`src/rtl/lsu_dmem_port_if.sv`:
```
// Request, data-memory and completion signals shared by the LSU data-memory port
// and whatever sits on the pipeline/memory side of it.
interface lsu_dmem_port_if;
  logic        req_valid;
  logic        req_ready;
  logic        req_we;
  logic [2:0]  req_funct3;
  logic [31:0] req_addr;
  logic [31:0] req_wdata;
  logic [4:0]  req_rd;

  logic        mem_w_en;
  logic        mem_r_en;
  logic [31:0] mem_addr;
  logic [2:0]  mem_rw_type;
  logic [31:0] mem_din;
  logic [31:0] mem_dout;

  logic        resp_valid;
  logic        resp_ready;
  logic [31:0] resp_rdata;
  logic [4:0]  resp_rd;
  logic        exc_valid;
  logic [3:0]  exc_cause;
  logic [31:0] exc_tval;

  modport slave (
    input  req_valid, req_we, req_funct3, req_addr, req_wdata, req_rd, mem_dout, resp_ready,
    output req_ready, mem_w_en, mem_r_en, mem_addr, mem_rw_type, mem_din,
    output resp_valid, resp_rdata, resp_rd, exc_valid, exc_cause, exc_tval
  );

  modport master (
    output req_valid, req_we, req_funct3, req_addr, req_wdata, req_rd, mem_dout, resp_ready,
    input  req_ready, mem_w_en, mem_r_en, mem_addr, mem_rw_type, mem_din,
    input  resp_valid, resp_rdata, resp_rd, exc_valid, exc_cause, exc_tval
  );
endinterface

```
`src/rtl/lsu_dmem_port.sv`:
```
// Single-outstanding load/store port between the MEM stage and data memory.
// Requests are classified on acceptance; faults skip the memory access entirely.
module lsu_dmem_port #(
  parameter int DMEM_WORDS = 1024
) (
  input  logic              i_clk,
  input  logic              i_reset,
  input  logic              i_flush,
  output logic              o_busy,
  lsu_dmem_port_if.slave    bus
);

  // state  | meaning
  // IDLE   | waiting for a request
  // ACCESS | one-cycle memory enable for a legal request
  // RESP   | completion (or exception) held until writeback takes it
  localparam logic [1:0] ST_IDLE   = 2'd0;
  localparam logic [1:0] ST_ACCESS = 2'd1;
  localparam logic [1:0] ST_RESP   = 2'd2;

  localparam logic [31:0] WORD_LIMIT = 32'(DMEM_WORDS);

  logic [1:0]  r_state;
  logic        r_we;
  logic [2:0]  r_funct3;
  logic [31:0] r_addr;
  logic [31:0] r_wdata;
  logic [4:0]  r_rd;
  logic [31:0] r_resp_rdata;
  logic        r_exc_valid;
  logic [3:0]  r_exc_cause;

  logic        w_kill;
  logic        w_req_ready;
  logic        w_accept;
  logic        w_illegal;
  logic        w_misaligned;
  logic        w_out_of_range;
  logic [3:0]  w_cause;
  logic        w_fault;
  logic        w_in_access;

  assign w_kill      = i_reset | i_flush;
  assign w_req_ready = (r_state == ST_IDLE) & ~w_kill;
  assign w_accept    = bus.req_valid & w_req_ready;

  assign w_illegal = bus.req_we ? (bus.req_funct3 > 3'd2)
                                : (bus.req_funct3 == 3'd3 || bus.req_funct3 == 3'd6 ||
                                   bus.req_funct3 == 3'd7);
  // funct3[1:0] encodes size for every legal code: 0 byte, 1 half, 2 word
  assign w_misaligned = ((bus.req_funct3[1:0] == 2'd1) & bus.req_addr[0]) |
                        ((bus.req_funct3[1:0] == 2'd2) & (bus.req_addr[1:0] != 2'b00));
  assign w_out_of_range = {2'b00, bus.req_addr[31:2]} >= WORD_LIMIT;

  always_comb begin
    w_cause = 4'd0;
    if (w_illegal)           w_cause = 4'd2;
    else if (w_misaligned)   w_cause = bus.req_we ? 4'd6 : 4'd4;
    else if (w_out_of_range) w_cause = bus.req_we ? 4'd7 : 4'd5;
  end

  assign w_fault = (w_cause != 4'd0);

  always_ff @(posedge i_clk) begin
    if (i_reset) begin
      r_state      <= ST_IDLE;
      r_we         <= 1'b0;
      r_funct3     <= 3'd0;
      r_addr       <= 32'd0;
      r_wdata      <= 32'd0;
      r_rd         <= 5'd0;
      r_resp_rdata <= 32'd0;
      r_exc_valid  <= 1'b0;
      r_exc_cause  <= 4'd0;
    end else if (i_flush) begin
      r_state <= ST_IDLE;
    end else begin
      case (r_state)
        ST_IDLE: begin
          if (w_accept) begin
            r_we         <= bus.req_we;
            r_funct3     <= bus.req_funct3;
            r_addr       <= bus.req_addr;
            r_wdata      <= bus.req_wdata;
            r_rd         <= bus.req_rd;
            r_resp_rdata <= 32'd0;
            r_exc_valid  <= w_fault;
            r_exc_cause  <= w_cause;
            r_state      <= w_fault ? ST_RESP : ST_ACCESS;
          end
        end
        ST_ACCESS: begin
          if (!r_we) r_resp_rdata <= bus.mem_dout;
          r_state <= ST_RESP;
        end
        ST_RESP: begin
          if (bus.resp_ready) r_state <= ST_IDLE;
        end
        default: r_state <= ST_IDLE;
      endcase
    end
  end

  assign w_in_access = (r_state == ST_ACCESS);

  assign bus.req_ready   = w_req_ready;
  assign bus.mem_w_en    = w_in_access & r_we & ~w_kill;
  assign bus.mem_r_en    = w_in_access & ~r_we & ~w_kill;
  assign bus.mem_addr    = r_addr;
  assign bus.mem_rw_type = r_funct3;
  assign bus.mem_din     = r_wdata;

  assign bus.resp_valid = (r_state == ST_RESP);
  assign bus.resp_rdata = r_resp_rdata;
  assign bus.resp_rd    = (r_we | r_exc_valid) ? 5'd0 : r_rd;
  assign bus.exc_valid  = r_exc_valid;
  assign bus.exc_cause  = r_exc_cause;
  // an illegal-instruction completion carries no address
  assign bus.exc_tval   = (r_exc_valid && r_exc_cause != 4'd2) ? r_addr : 32'd0;

  assign o_busy = (r_state != ST_IDLE);

endmodule

```
`src/flat_wrapper.sv`:
```
// flat-port wrapper written by rule: the top's interface ports become plain ports
module lsu_dmem_port_flat 
#(
  parameter int DMEM_WORDS = 1024
)
  (i_clk, i_reset, i_flush, o_busy, bus_req_valid, bus_req_we, bus_req_funct3, bus_req_addr, bus_req_wdata, bus_req_rd, bus_mem_dout, bus_resp_ready, bus_req_ready, bus_mem_w_en, bus_mem_r_en, bus_mem_addr, bus_mem_rw_type, bus_mem_din, bus_resp_valid, bus_resp_rdata, bus_resp_rd, bus_exc_valid, bus_exc_cause, bus_exc_tval);
  lsu_dmem_port_if bus_i ();
  input  logic i_clk;
  input  logic i_reset;
  input  logic i_flush;
  output logic o_busy;
  input wire logic [$bits(bus_i.req_valid)-1:0] bus_req_valid;
  input wire logic [$bits(bus_i.req_we)-1:0] bus_req_we;
  input wire logic [$bits(bus_i.req_funct3)-1:0] bus_req_funct3;
  input wire logic [$bits(bus_i.req_addr)-1:0] bus_req_addr;
  input wire logic [$bits(bus_i.req_wdata)-1:0] bus_req_wdata;
  input wire logic [$bits(bus_i.req_rd)-1:0] bus_req_rd;
  input wire logic [$bits(bus_i.mem_dout)-1:0] bus_mem_dout;
  input wire logic [$bits(bus_i.resp_ready)-1:0] bus_resp_ready;
  output wire logic [$bits(bus_i.req_ready)-1:0] bus_req_ready;
  output wire logic [$bits(bus_i.mem_w_en)-1:0] bus_mem_w_en;
  output wire logic [$bits(bus_i.mem_r_en)-1:0] bus_mem_r_en;
  output wire logic [$bits(bus_i.mem_addr)-1:0] bus_mem_addr;
  output wire logic [$bits(bus_i.mem_rw_type)-1:0] bus_mem_rw_type;
  output wire logic [$bits(bus_i.mem_din)-1:0] bus_mem_din;
  output wire logic [$bits(bus_i.resp_valid)-1:0] bus_resp_valid;
  output wire logic [$bits(bus_i.resp_rdata)-1:0] bus_resp_rdata;
  output wire logic [$bits(bus_i.resp_rd)-1:0] bus_resp_rd;
  output wire logic [$bits(bus_i.exc_valid)-1:0] bus_exc_valid;
  output wire logic [$bits(bus_i.exc_cause)-1:0] bus_exc_cause;
  output wire logic [$bits(bus_i.exc_tval)-1:0] bus_exc_tval;
  assign bus_i.req_valid = bus_req_valid;
  assign bus_i.req_we = bus_req_we;
  assign bus_i.req_funct3 = bus_req_funct3;
  assign bus_i.req_addr = bus_req_addr;
  assign bus_i.req_wdata = bus_req_wdata;
  assign bus_i.req_rd = bus_req_rd;
  assign bus_i.mem_dout = bus_mem_dout;
  assign bus_i.resp_ready = bus_resp_ready;
  assign bus_req_ready = bus_i.req_ready;
  assign bus_mem_w_en = bus_i.mem_w_en;
  assign bus_mem_r_en = bus_i.mem_r_en;
  assign bus_mem_addr = bus_i.mem_addr;
  assign bus_mem_rw_type = bus_i.mem_rw_type;
  assign bus_mem_din = bus_i.mem_din;
  assign bus_resp_valid = bus_i.resp_valid;
  assign bus_resp_rdata = bus_i.resp_rdata;
  assign bus_resp_rd = bus_i.resp_rd;
  assign bus_exc_valid = bus_i.exc_valid;
  assign bus_exc_cause = bus_i.exc_cause;
  assign bus_exc_tval = bus_i.exc_tval;
  lsu_dmem_port #(.DMEM_WORDS(DMEM_WORDS)) u_core (.i_clk(i_clk), .i_reset(i_reset), .i_flush(i_flush), .o_busy(o_busy), .bus(bus_i));
endmodule
```
`config.mk`:
```
export PLATFORM = sky130hd
export DESIGN_NAME = lsu_dmem_port_flat
export DESIGN_NICKNAME = d
export VERILOG_FILES = /design/src/rtl/lsu_dmem_port_if.sv /design/src/rtl/lsu_dmem_port.sv /design/src/flat_wrapper.sv
export SDC_FILE = /design/constraint.sdc
export NUM_CORES = 1
export LEC_CHECK = 0
export CORE_ASPECT_RATIO = 0.9
export CORE_UTILIZATION = 40
export DETAILED_ROUTE_END_ITERATION = 12
export DONT_BUFFER_PORTS = 1
export MAX_ROUTING_LAYER = met4
export PLACE_DENSITY = 0.61
export SLEW_MARGIN = 20
export SYNTH_ARGS = -nofsm -noshare
export SYNTH_HDL_FRONTEND = slang
export SYNTH_SLANG_ARGS = --single-unit
```
`constraint.sdc`:
```
create_clock -name i_clk -period 1.9 [get_ports i_clk]
set_input_delay 0.19 -clock i_clk [delete_from_list [all_inputs] [get_ports i_clk]]
set_output_delay 0.19 -clock i_clk [all_outputs]
set_load 0.03 [all_outputs]
```
# == Yosys cells after proc, flatten, opt, wreduce, memory -nomap -nowiden ==
# Index checks and enable logic that the tools add are counted.
# word_totals
reg_bits,112
word_cells,63
# op_classes
magnitude_cmp,2
eq_ne,11
mux,15
bitwise,14
reduce_logical,12
# op_table
cell,count
two-way mux 32 bit,3
one-hot mux 32 bit (2 select lines),1
"greater-or-equal comparator 30 x 11 -> 1 bit, second input constant",1
two-way mux 4 bit,3
two-way mux 2 bit,5
bitwise AND 1 bit,8
"== test 3 bit, second input constant",2
one-hot mux 2 bit (3 select lines),1
nonzero test 2 bit,3
two-way mux 5 bit,1
"== test 2 x 1 -> 1 bit, second input constant",2
"== test 2 bit, second input constant",2
"inequality test 2 bit, second input constant",2
"inequality test 4 x 2 -> 1 bit, second input constant",1
AND reduction 4 bit,1
nonzero test 4 bit,1
"== test 3 x 2 -> 1 bit, second input constant",1
"greater-than comparator 3 x 2 -> 1 bit, second input constant",1
NOT 1 bit,3
OR 1 bit,3
AND reduction 3 bit,1
logical NOT 2 bit,1
logical OR 1 bit,2
"inequality test 2 x 1 -> 1 bit, second input constant",1
4 further kinds,4

# == Depth between registers and ports, before layout ==
# Gate-level depths: netlist of run 1.
# logic_depth
ltp_word,9
depth_mapped,6
mapped_depth_nobuf,4

# == Worst setup path before layout of run 1 ==
# OpenSTA, ideal clock, no wires.
# synth_timing
path_type,register to register
from,reg u_core.r_state[1]
to,"reg u_core.r_resp_rdata[0], in the netlist u_core.bus.resp_rdata[0]"
setup_time_ps,72
t_arrival_ps,1912
t_required_ps,1828
setup_slack_ps,-84
stages_incl_launch_ff,6
path_cell_list,dfxtp_1 nor4_4 nand2_2 a211oi_4 buf_6 mux2i_1
# synth_between
elab_chain_cells,5
word_cells_on_any_way,9
# synth_rtl
element,line,source
from (decl),lsu_dmem_port.sv:23,logic [1:0] r_state;
from (signal assigned),lsu_dmem_port.sv:89,r_state <= w_fault ? ST_RESP : ST_ACCESS;
logical NOT 2 bit,lsu_dmem_port.sv:44,assign w_req_ready = (r_state == ST_IDLE) & ~w_kill;
bitwise AND 1 bit,lsu_dmem_port.sv:44,
named net bus_req_ready,flat_wrapper.sv:20,output wire logic [$bits(bus_i.req_ready)-1:0] bus_req_ready;
bitwise AND 1 bit,lsu_dmem_port.sv:45,assign w_accept = bus.req_valid & w_req_ready;
inequality test 2 x 1 -> 1 bit (no line),n/a,
AND reduction 4 bit (no line),n/a,
to (signal assigned),lsu_dmem_port.sv:93,if (!r_we) r_resp_rdata <= bus.mem_dout;
to (decl),lsu_dmem_port.sv:29,logic [31:0] r_resp_rdata;
# The timed path passes the listed nets, and every way through them passes these cells.
# A chain may end at the register's enable or synchronous reset.

# == Worst setup path after layout of run 1 ==
# layout_timing
from,reg u_core.r_state[0]
to,"reg u_core.r_resp_rdata[17], in the netlist u_core.bus.resp_rdata[17]"
# layout_between
elab_chain_cells,5
word_cells_on_any_way,9
# layout_rtl
element,line
logical NOT 2 bit,"lsu_dmem_port.sv:44, lsu_dmem_port.sv:78"
bitwise AND 1 bit,lsu_dmem_port.sv:44
bitwise AND 1 bit,lsu_dmem_port.sv:45
inequality test 2 x 1 -> 1 bit (no line),n/a
AND reduction 4 bit (no line),n/a
# Parallel ways exist; a longest one is shown, timed or not.

==> impl_metrics.py, run 1 <==
metrics = {
    "grt": {
        "grt_max_degree": 77,
        "antenna_found_initial": 0,
        "grt_pass1_wl_um": 19800,
        "grtUsageMet3_pct": 8.41,
        "grt_use_met1_pct": 22.3,
        "met2_usage_pct": 40.2,
        "grt_usage_pct": 22.5,
        "top_usage_layer": "met2",
        "grt-ovfl-total": 0,
        "grt_pass1_vias": 4135,
    },
    "synth": {
        "synth_fa_ha_area_share_pct": 0,
        "synth_top_family_by_area": "simple AND/OR/NAND/NOR gates",
        "synth_xor_area_share_pct": 0,
        "ys_warn_count": 0,
        "synthMuxAreaShare_pct": 7.12,
        "synth-simple-area-share_pct": 28.6,
        "syn_area_um2": 4500,
        "synthCells": 549,
        "synth.distinct_cells": 30,
        "syn_area_per_cell_um2": 8.19,
        "ys_seq_area_share_pct": 49.4,
        "syn_nets": 659,
        "synth_compound_area_share_pct": 10.7,
        "yosys_register_bits": 111,
    },
    "sta": {
        "period_share_pct": 92.3,
        "finalSetupViolCount": 0,
        "finalHoldViolCount": 0,
        "tns_ns": 0,
        "rsz0062_at_grt": "false",
        "whs_ns": 0.0199,
        "fin_crit_ns": 1.75,
        "skew_ns": 0.00891,
        "fmax_mhz": 570,
        "drv_slew": 0,
    },
    "die": {
        "coreArea_um2": 10900,
        "die_area_um2": 11700,
        "fp.dieH_um": 103,
        "start_util_pct": 41.2,
        "die_w_um": 114,
        "ios": 256,
        "num_rows": 36,
    },
    "cells_and_area": {
        "antenna_cells": 0,
        "area_delta_synth_final_pct": 39.0,
        "drive_gt1_share_pct": 8.83,
        "num-nets-final": 773,
    },
    "power": {
        "vdd.ir_drop.worst_uv": 615,
        "powerDensity_nw_per_um2": 785,
        "leakage_nw": 2.21,
        "power_mw": 4.91,
    },
    "setup_path": {
        "critical_path_class": "reg2reg",
        "cp.required_ns": 2.16,
        "arrival_ns": 2.02,
        "crit_path_end_kind": "flip-flop",
        "critPathLaunchType": "flip-flop",
        "path_max_fanout": 32,
    },
    "drt": {
        "wl_per_cell_um": 16.3,
        "firstDrtPassIters": 5,
        "route.detailed.drc": 0,
        "ant_nets": 0,
        "vias_per_cell": 5.10,
        "routed_wl_um": 13400,
        "drt_iter0_drc": 232,
        "vias": 4186,
    },
    "cts": {
        "ctsResizeCount": 0,
        "clockBufferDepth": 2,
        "insertion_delay_ns": 0.35,
        "cts_tree": "built",
        "clk_pin_slew_ns": 0.07,
        "numCtsBuffers": 9,
        "cts_setup_buffers": 0,
        "cts-root-buf": "clkbuf_16",
        "cts-hold-fix-buffers": 105,
        "htree_levels": 3,
        "clock-sinks": 111,
    },
    "placement": {
        "io_buffers": 0,
        "gp_congestion": 0.702,
        "hpwl_um": 8160,
    },
    "hold_path": {
        "hold_path_class": "in2reg",
    },
    "job": {
        "max_cap_violations": 0,
    },
    "run_status": {
        "run_status": "finished clean",
    },
}
## cells in the mapped netlist
library cell,count,area share [%]
nand3b_1,3,0.50
nor2b_1,1,0.14
buf_2,7,0.78
dfxtp_1,111,49
o32ai_1,2,0.39
clkbuf_1,27,2.3
o21bai_1,1,0.17
nor3_1,2,0.22
nand2_2,1,0.14
a211oi_4,1,0.45
nand2_1,180,15
and2_1,38,5.3
a221oi_1,1,0.19
mux2i_1,32,7.1
buf_6,3,0.75
nor4b_1,1,0.19
conb_1,1,0.083
a21boi_0,2,0.33
nand2b_1,34,4.7
o21ai_0,3,0.33
o211ai_1,1,0.17
inv_1,2,0.17
or2_2,1,0.14
nor4_1,8,1.1
o31ai_1,1,0.17
a21oi_1,76,8.5
buf_4,1,0.17
nor2_1,6,0.50
nand3_1,1,0.11
nor4_4,1,0.47
## state kept, by name, indices dropped and copies added (netlist names)
name / count
u_core.bus.mem_addr: 32
u_core.bus.mem_din: 32
u_core.bus.resp_rdata: 32
u_core.r_rd: 5
u_core.bus.exc_cause: 3
u_core.bus.mem_rw_type: 3
u_core.r_state: 2
u_core.bus.exc_valid: 1
u_core.r_we: 1
## path summary, 6_finish.rpt
path	from	end	slack, ns	depth (start not counted)
worst max-delay path	u_core.r_state[0]$_SDFFE_PN0P_	u_core.bus.resp_rdata[17]$_SDFFE_PP0P_	0.15	5
worst min-delay path	i_reset	u_core.bus.resp_rdata[8]$_SDFFE_PP0P_	0.02	2
worst max register to register	u_core.r_state[0]$_SDFFE_PN0P_	u_core.bus.resp_rdata[17]$_SDFFE_PP0P_	0.15	5
worst min register to register	u_core.r_rd[4]$_SDFFE_PP0P_	u_core.r_rd[4]$_SDFFE_PP0P_	0.45	2
## cells in the final DEF, fill, tap and decap left out, types with 3 or more instances in the layout
master and instances:
buf_12 7, nand2_1 180, nand3b_1 3, dfxtp_1 110
and2_1 37, mux2i_1 32, clkbuf_8 3, nand2b_1 34
nor4_1 8, clkbuf_16 9, dlygate4sd3_1 104, a21oi_1 76
nor2_1 5, o21ai_0 3, buf_4 28
## through the flow
| stage | cell area [um2] | instances | utilization [%] | setup WS, ns |
|---|---|---|---|---|
| global route | 6250 | 820 | 57.3 | 0.0523 |
| detailed placement | 4870 | 699 | 44.7 | 0.189 |
| finish | 6250 | 820 | 57.3 | 0.146 |
| global placement | 4870 | 699 | 44.7 | 0.313 |
| floorplan | 4500 | 549 | - | -0.0238 |
| CTS | 6250 | 820 | 57.3 | 0.144 |
## kinds of logic after synthesis
| family | Yosys count |
|---|---|
| buffers and inverters | 40 |
| flip-flops | 111 |
| AO/OA/AOI/OAI | 88 |
| other | 1 |
| AND/OR/NAND/NOR | 277 |
| multiplexers | 32 |
## metal layers
layer | up-vias | wire, um
met1 | 1932 | 5130
met2 | 206 | 6720
li1 | 2010 | -
met3 | 38 | 1150
met4 | 0 | 376
met5 | - | 0
## layout make-up
| cell class | instances | area (um2) |
|---|---|---|
| flip-flops and latches | 111 | 2220 |
| clock inverters | 3 | 40.0 |
| repair buffers | 141 | 1430 |
| fillers | 953 | 4650 |
| inverters | 2 | 7.51 |
| well taps | 152 | 190 |
| multi-input cells | 398 | 2090 |
| clock buffers | 13 | 270 |
## worst max-delay path, stage by stage, from the launching register on
cell      delay [ns]
dfxtp_2         0.35
nor4_4          0.35
nand2_2         0.15
a211oi_4        0.26
buf_12          0.27
mux2i_1         0.26
## power by group
group / total [mW] / internal [mW] / switching, mW
combinational: 0.449 / 0.239 / 0.210
clock: 1.94 / 1.13 / 0.815
sequential: 2.52 / 2.38 / 0.134
Note: power is estimated with default switching activity, not from simulation.
==> inputs of run 2 (changes only) <==
--- a/config.mk
+++ b/config.mk
@@ -5,6 +5,7 @@
 export SDC_FILE = /design/constraint.sdc
 export NUM_CORES = 1
 export LEC_CHECK = 0
+export CAP_MARGIN = 20
 export CORE_ASPECT_RATIO = 0.9
 export CORE_UTILIZATION = 40
 export DETAILED_ROUTE_END_ITERATION = 12
==> constraint.sdc (replaced) <==
create_clock -name i_clk -period 2 [get_ports i_clk]
set_input_delay 0.2 -clock i_clk [delete_from_list [all_inputs] [get_ports i_clk]]
set_output_delay 0.2 -clock i_clk [all_outputs]
set_load 0.03 [all_outputs]
==> impl_metrics.py, run 2 (synthesis gave the netlist of run 1 again) <==
metrics = {
    "drt": {
        "wl_per_cell_um": 15.9,
        "ant_nets": 0,
        "route.detailed.drc": 0,
        "vias": 4160,
        "vias_per_cell": 5.01,
        "drt_iter0_drc": 233,
        "routed_wl_um": 13200,
        "firstDrtPassIters": 4,
    },
    "job": {
        "max_cap_violations": 0,
    },
    "grt": {
        "grt-ovfl-total": 0,
        "grt_pass1_wl_um": 19600,
        "grt_pass1_vias": 4012,
        "antenna_found_initial": 0,
        "grt_max_degree": 77,
        "grt_usage_pct": 22.2,
    },
    "setup_path": {
        "path_max_fanout": 39,
        "critical_path.max_stage_delay_ns": 0.37,
        "crit_slowest_cell": "dfxtp_1",
        "r2r_setup_slack_ns": 0.15,
        "crit_path_end_kind": "flip-flop",
        "critPathLaunchType": "flip-flop",
        "arrival_ns": 2.12,
        "cp.required_ns": 2.27,
        "crit_chain": "nor4_4 -> buf_4 -> and2_2 -> buf_12 -> nand2_1 -> a21oi_1",
        "critical_path_class": "reg2reg",
    },
    "power": {
        "leakage_nw": 2.25,
        "pwr-share-clk_pct": 37.8,
        "power.switching_mw": 1.15,
        "switching_share_pct": 25.4,
        "comb_power_share_pct": 9.4,
        "vdd.ir_drop.worst_uv": 522,
        "power_frac_seq_pct": 52.8,
        "intPower_mw": 3.37,
        "powerDensity_nw_per_um2": 720,
    },
    "cells_and_area": {
        "final_area_um2": 6280,
        "antenna_cells": 0,
        "final_util_pct": 57.6,
        "area_delta_synth_final_pct": 39.6,
        "layout_commonest_cell": "nand2_1",
        "num-nets-final": 783,
        "fillers": 973,
        "layout.cells.non_filler": 830,
        "final_cell_mix": "nand2_1 (180), dfxtp_1 (111), dlygate4sd3_1 (99)",
        "drive_gt1_share_pct": 11.1,
    },
    "cts": {
        "numCtsBuffers": 9,
        "cts_setup_buffers": 0,
        "clk_pin_slew_ns": 0.07,
        "htree_levels": 3,
        "cts-root-buf": "clkbuf_16",
        "ctsResizeCount": 0,
        "clockBufferDepth": 2,
        "cts_tree": "built",
        "insertion_delay_ns": 0.34,
        "clock-sinks": 111,
    },
    "sta": {
        "rsz0062_at_grt": "false",
        "skew_ns": 0.00596,
        "finalHoldViolCount": 0,
        "finalSetupViolCount": 0,
        "fin_crit_ns": 1.85,
        "fmax_mhz": 541,
        "drv_slew": 0,
        "period_share_pct": 92.3,
        "tns_ns": 0,
    },
    "hold_path": {
        "hold_path_class": "in2reg",
    },
    "run_status": {
        "run_status": "finished clean",
    },
    "placement": {
        "io_buffers": 0,
        "gp_congestion": 0.738,
        "hpwl_um": 8320,
        "post_dp_cell_area_um2": 4980,
        "place_inst": 714,
    },
    "die": {
        "start_util_pct": 41.2,
        "coreArea_um2": 10900,
        "ios": 256,
        "die_area_um2": 11700,
        "fp.dieH_um": 103,
        "num_rows": 36,
        "die_w_um": 114,
    },
}
[run 2: area by class of cell]
| cell class | instances | area, um2 | area share (%) |
|---|---|---|---|
| Clock buffer | 10 | 239 | 3.81 |
| Timing Repair Buffer | 151 | 1480 | 23.5 |
| Multi-Input combinational cell | 398 | 2100 | 33.4 |
| Clock inverter | 6 | 43.8 | 0.698 |
| Tap cell | 152 | 190 | 3.03 |
| Sequential cell | 111 | 2220 | 35.4 |
| Inverter | 2 | 7.51 | 0.120 |
[run 2: path summary, 6_finish.rpt]
kind                                   from                               endpoint  depth (start not counted)
max          u_core.r_state[0]$_SDFFE_PN0P_    u_core.bus.mem_din[17]$_SDFFE_PP0P_                          6
min                         bus_mem_dout[8]  u_core.bus.resp_rdata[8]$_SDFFE_PP0P_                          2
max reg2reg  u_core.r_state[0]$_SDFFE_PN0P_    u_core.bus.mem_din[17]$_SDFFE_PP0P_                          6
min reg2reg     u_core.r_rd[1]$_SDFFE_PP0P_            u_core.r_rd[1]$_SDFFE_PP0P_                          2
[run 2: worst max-delay path: cells and delay by family, from the launching register on]
family	cells	cell delay [ns]
buf+inv	2	0.47
compound gates	1	0.16
flops	1	0.37
simple gates	3	0.75
[run 2: what timing repair did]
item | CTS | global route
hold buffers | 100 | 0
setup endpoints to repair | 0 | 0
hold endpoints to repair | 103 | 0
[run 2: power by group through the flow]
stage	combinational, mW	clock, mW	sequential, mW
floorplan	0.194	0	2.44
global placement	0.223	0	2.44
detailed placement	0.230	0	2.44
CTS	0.419	1.76	2.39
global route	0.457	1.86	2.39
finish	0.423	1.71	2.39
[run 2: per-layer routing]
| layer | wire length (um) | up-vias | GRT usage (%) |
|---|---|---|---|
| met5 | 0 | - | - |
| met4 | 238 | 0 | 7.39 |
| met3 | 1090 | 23 | 6.00 |
| met2 | 6710 | 200 | 39.1 |
| met1 | 5160 | 1915 | 24.3 |
| li1 | - | 2022 | - |
[run 2: stage by stage]
stage               setup slack (ns)  total power [mW]  hold WS [ns]
global route                  0.0538              4.71       0.00781
finish                         0.153              4.52       0.00693
global placement               0.272              2.66         0.280
floorplan                     0.0162              2.63         0.319
detailed placement             0.204              2.67         0.282
CTS                            0.197              4.56     0.0000413
==> inputs of run 3 (changes only) <==
--- a/config.mk
+++ b/config.mk
@@ -5,6 +5,7 @@
 export SDC_FILE = /design/constraint.sdc
 export NUM_CORES = 1
 export LEC_CHECK = 0
+export ABC_AREA = 1
 export CAP_MARGIN = 20
 export CORE_ASPECT_RATIO = 0.9
 export CORE_UTILIZATION = 40
==> impl_metrics.py, run 3 <==
metrics = {
    "cts": {
        "cts_tree": "built",
        "clk_pin_slew_ns": 0.07,
        "insertion_delay_ns": 0.34,
        "numCtsBuffers": 9,
        "cts-root-buf": "clkbuf_16",
        "clockBufferDepth": 2,
        "htree_levels": 3,
        "clock-sinks": 111,
    },
    "placement": {
        "gp_congestion": 0.773,
        "post_dp_cell_area_um2": 4750,
        "io_buffers": 0,
        "dp_slack_ns": 0.0673,
        "hpwl_um": 8230,
    },
    "cells_and_area": {
        "multiInputGateArea_um2": 1760,
        "drive_gt1_share_pct": 13.9,
        "layout_commonest_cell": "nand2_1",
        "final_area_um2": 5130,
        "layout.area.seq_um2": 2220,
        "antenna_cells": 0,
        "final_cell_mix": "nand2_1 (121), dfxtp_1 (111), nor2_1 (89)",
        "fillers": 993,
        "final_util_pct": 49.0,
        "area_delta_synth_final_pct": 16.9,
        "num-nets-final": 712,
    },
    "drt": {
        "vias_per_cell": 5.16,
        "ant_nets": 0,
        "routed_wl_um": 11600,
        "vias": 3789,
        "wl_per_cell_um": 15.8,
        "firstDrtPassIters": 4,
        "route.detailed.drc": 0,
        "drt_iter0_drc": 239,
    },
    "grt": {
        "grt_usage_pct": 20.1,
        "grt_max_degree": 111,
        "grt-ovfl-total": 0,
        "grt_pass1_wl_um": 17600,
        "antenna_found_initial": 0,
        "grt_pass1_vias": 3515,
    },
    "die": {
        "num_rows": 35,
        "ios": 256,
        "fp.dieH_um": 101,
        "die_w_um": 112,
        "coreArea_um2": 10500,
        "die_area_um2": 11400,
        "start_util_pct": 41.9,
    },
    "setup_path": {
        "crit_chain": "inv_1 -> nor2_2 -> buf_6 -> inv_1 -> nor3_1 -> buf_4",
        "crit_path_end_kind": "output port",
        "crit_family": "buffers and inverters",
        "critical_path_class": "reg2out",
        "critPathLaunchType": "flip-flop",
        "cpMostUsedCell": "inv_1",
        "cp.required_ns": 1.80,
        "critical_path.max_stage_delay_ns": 0.38,
        "crit_slowest_cell": "dfxtp_1",
        "crit_cells": 6,
        "arrival_ns": 1.60,
        "reg2reg_depth": 8,
        "crit_buf_inv": 4,
        "path_max_fanout": 33,
    },
    "synth": {
        "synthFlopType": "dfxtp_1",
        "yosysTopAreaCellShare_pct": 50.7,
        "ys_seq_area_share_pct": 50.7,
        "synthArstFlopShare_pct": 0,
        "netlist_top_cells_area": "dfxtp_1 (51%), nand2_1 (10%), a21oi_1 (8.4%)",
        "synth_edf_count": 0,
        "syn_area_per_cell_um2": 7.60,
        "syn_nets": 687,
        "syn_area_um2": 4380,
        "netlist_top_cells_count": "nand2_1 (121), dfxtp_1 (111), nor2_1 (89)",
        "yosys_register_bits": 111,
        "yosysMostFrequentCell": "nand2_1",
        "synthCells": 577,
        "synth.distinct_cells": 26,
        "ys_warn_count": 0,
        "synth_area_leader_cell": "dfxtp_1",
    },
    "run_status": {
        "run_status": "complete, but fails checks",
        "violations": "negative hold slack",
    },
    "sta": {
        "rsz0062_at_grt": "false",
        "slew_headroom_pct": 66.5,
        "finalHoldViolCount": 57,
        "tns_ns": 0,
        "drv_slew": 0,
        "fin_crit_ns": 1.80,
        "period_share_pct": 90.1,
        "fmax_mhz": 555,
        "worstMarginPinSlew_ns": 0.503,
        "whs_ns": -0.0582,
        "setup_slack_ns": 0.199,
        "skew_ns": 0.00573,
        "finalSetupViolCount": 0,
    },
    "job": {
        "max_cap_violations": 0,
    },
    "power": {
        "leakage_nw": 1.87,
        "powerDensity_nw_per_um2": 927,
        "vdd.ir_drop.worst_uv": 585,
    },
    "hold_path": {
        "hold_path_class": "in2reg",
        "min_delay_path_depth": 1,
    },
}
==> run 3: cell types whose count changed after synthesis, moves of 8 or more <==
| cell | previous run | this run |
|---|---|---|
| and2_1 | 38 | 0 |
| nor2_1 | 6 | 89 |
| nor4_1 | 8 | 0 |
| mux2i_1 | 32 | 0 |
| nand3_1 | 1 | 36 |
| nand2b_1 | 34 | 0 |
| nand2_1 | 180 | 121 |
| inv_1 | 2 | 47 |
| a211oi_1 | 0 | 37 |
==> run 3: cell type report <==
class | count | area share, %
clock buffers | 10 | 4.66
repair buffers | 55 | 8.86
inverters | 49 | 3.64
flip-flops and latches | 111 | 43.3
clock inverters | 5 | 2.07
multi-input cells | 376 | 34.3
well taps | 129 | 3.15
==> run 3: metal layers <==
metal / up-vias / wire length, um / share of wire (%) / GRT usage [%]
li1: 1891 / - / - / -
met1: 1707 / 4620 / 40 / 22.3
met2: 166 / 5870 / 50 / 34.2
met3: 25 / 923 / 7.9 / 6.22
met4: 0 / 219 / 1.9 / 7.69
met5: - / 0 / 0 / -
==> run 3: what timing repair did <==
action,in CTS,in global routing
setup endpoints to repair,0,33
hold endpoints to repair,109,109
resized for setup,0,3
buffers inserted,0,2
==> run 3: final timing paths <==
path	startpoint	to	slack (ns)
worst max-delay path	u_core.r_state[0]$_SDFFE_PN0P_	bus_mem_r_en	0.20
worst min-delay path	i_reset	u_core.bus.resp_rdata[31]$_SDFFE_PP0P_	-0.06
worst max register to register	u_core.r_state[1]$_SDFFE_PN0P_	u_core.bus.exc_cause[2]$_SDFFE_PP0P_	0.22
worst min register to register	u_core.r_rd[2]$_SDFFE_PP0P_	u_core.r_rd[2]$_SDFFE_PP0P_	0.47
==> run 3: metrics by stage <==
step,std cells,power [mW]
floorplan,577,2.72
global placement,718,2.75
detailed placement,718,2.76
CTS,733,4.80
global route,735,4.92
finish,735,4.75
==> run 3: cell families (layout without fill, tap and decap cells) <==
| family | after synthesis | count (layout) | synth area share, % |
|---|---|---|---|
| AO/OA/AOI/OAI | 114 | 114 | 15.4 |
| buffers and inverters | 90 | 119 | 9.25 |
| flip-flops | 111 | 111 | 50.7 |
| other | 1 | 1 | 0.0855 |
| AND/OR/NAND/NOR | 261 | 261 | 24.5 |
==> run 3: where the power goes <==
part / internal [mW] / switching (mW)
logic: 0.0986 / 0.177
clock network: 1.25 / 0.791
registers: 2.28 / 0.157
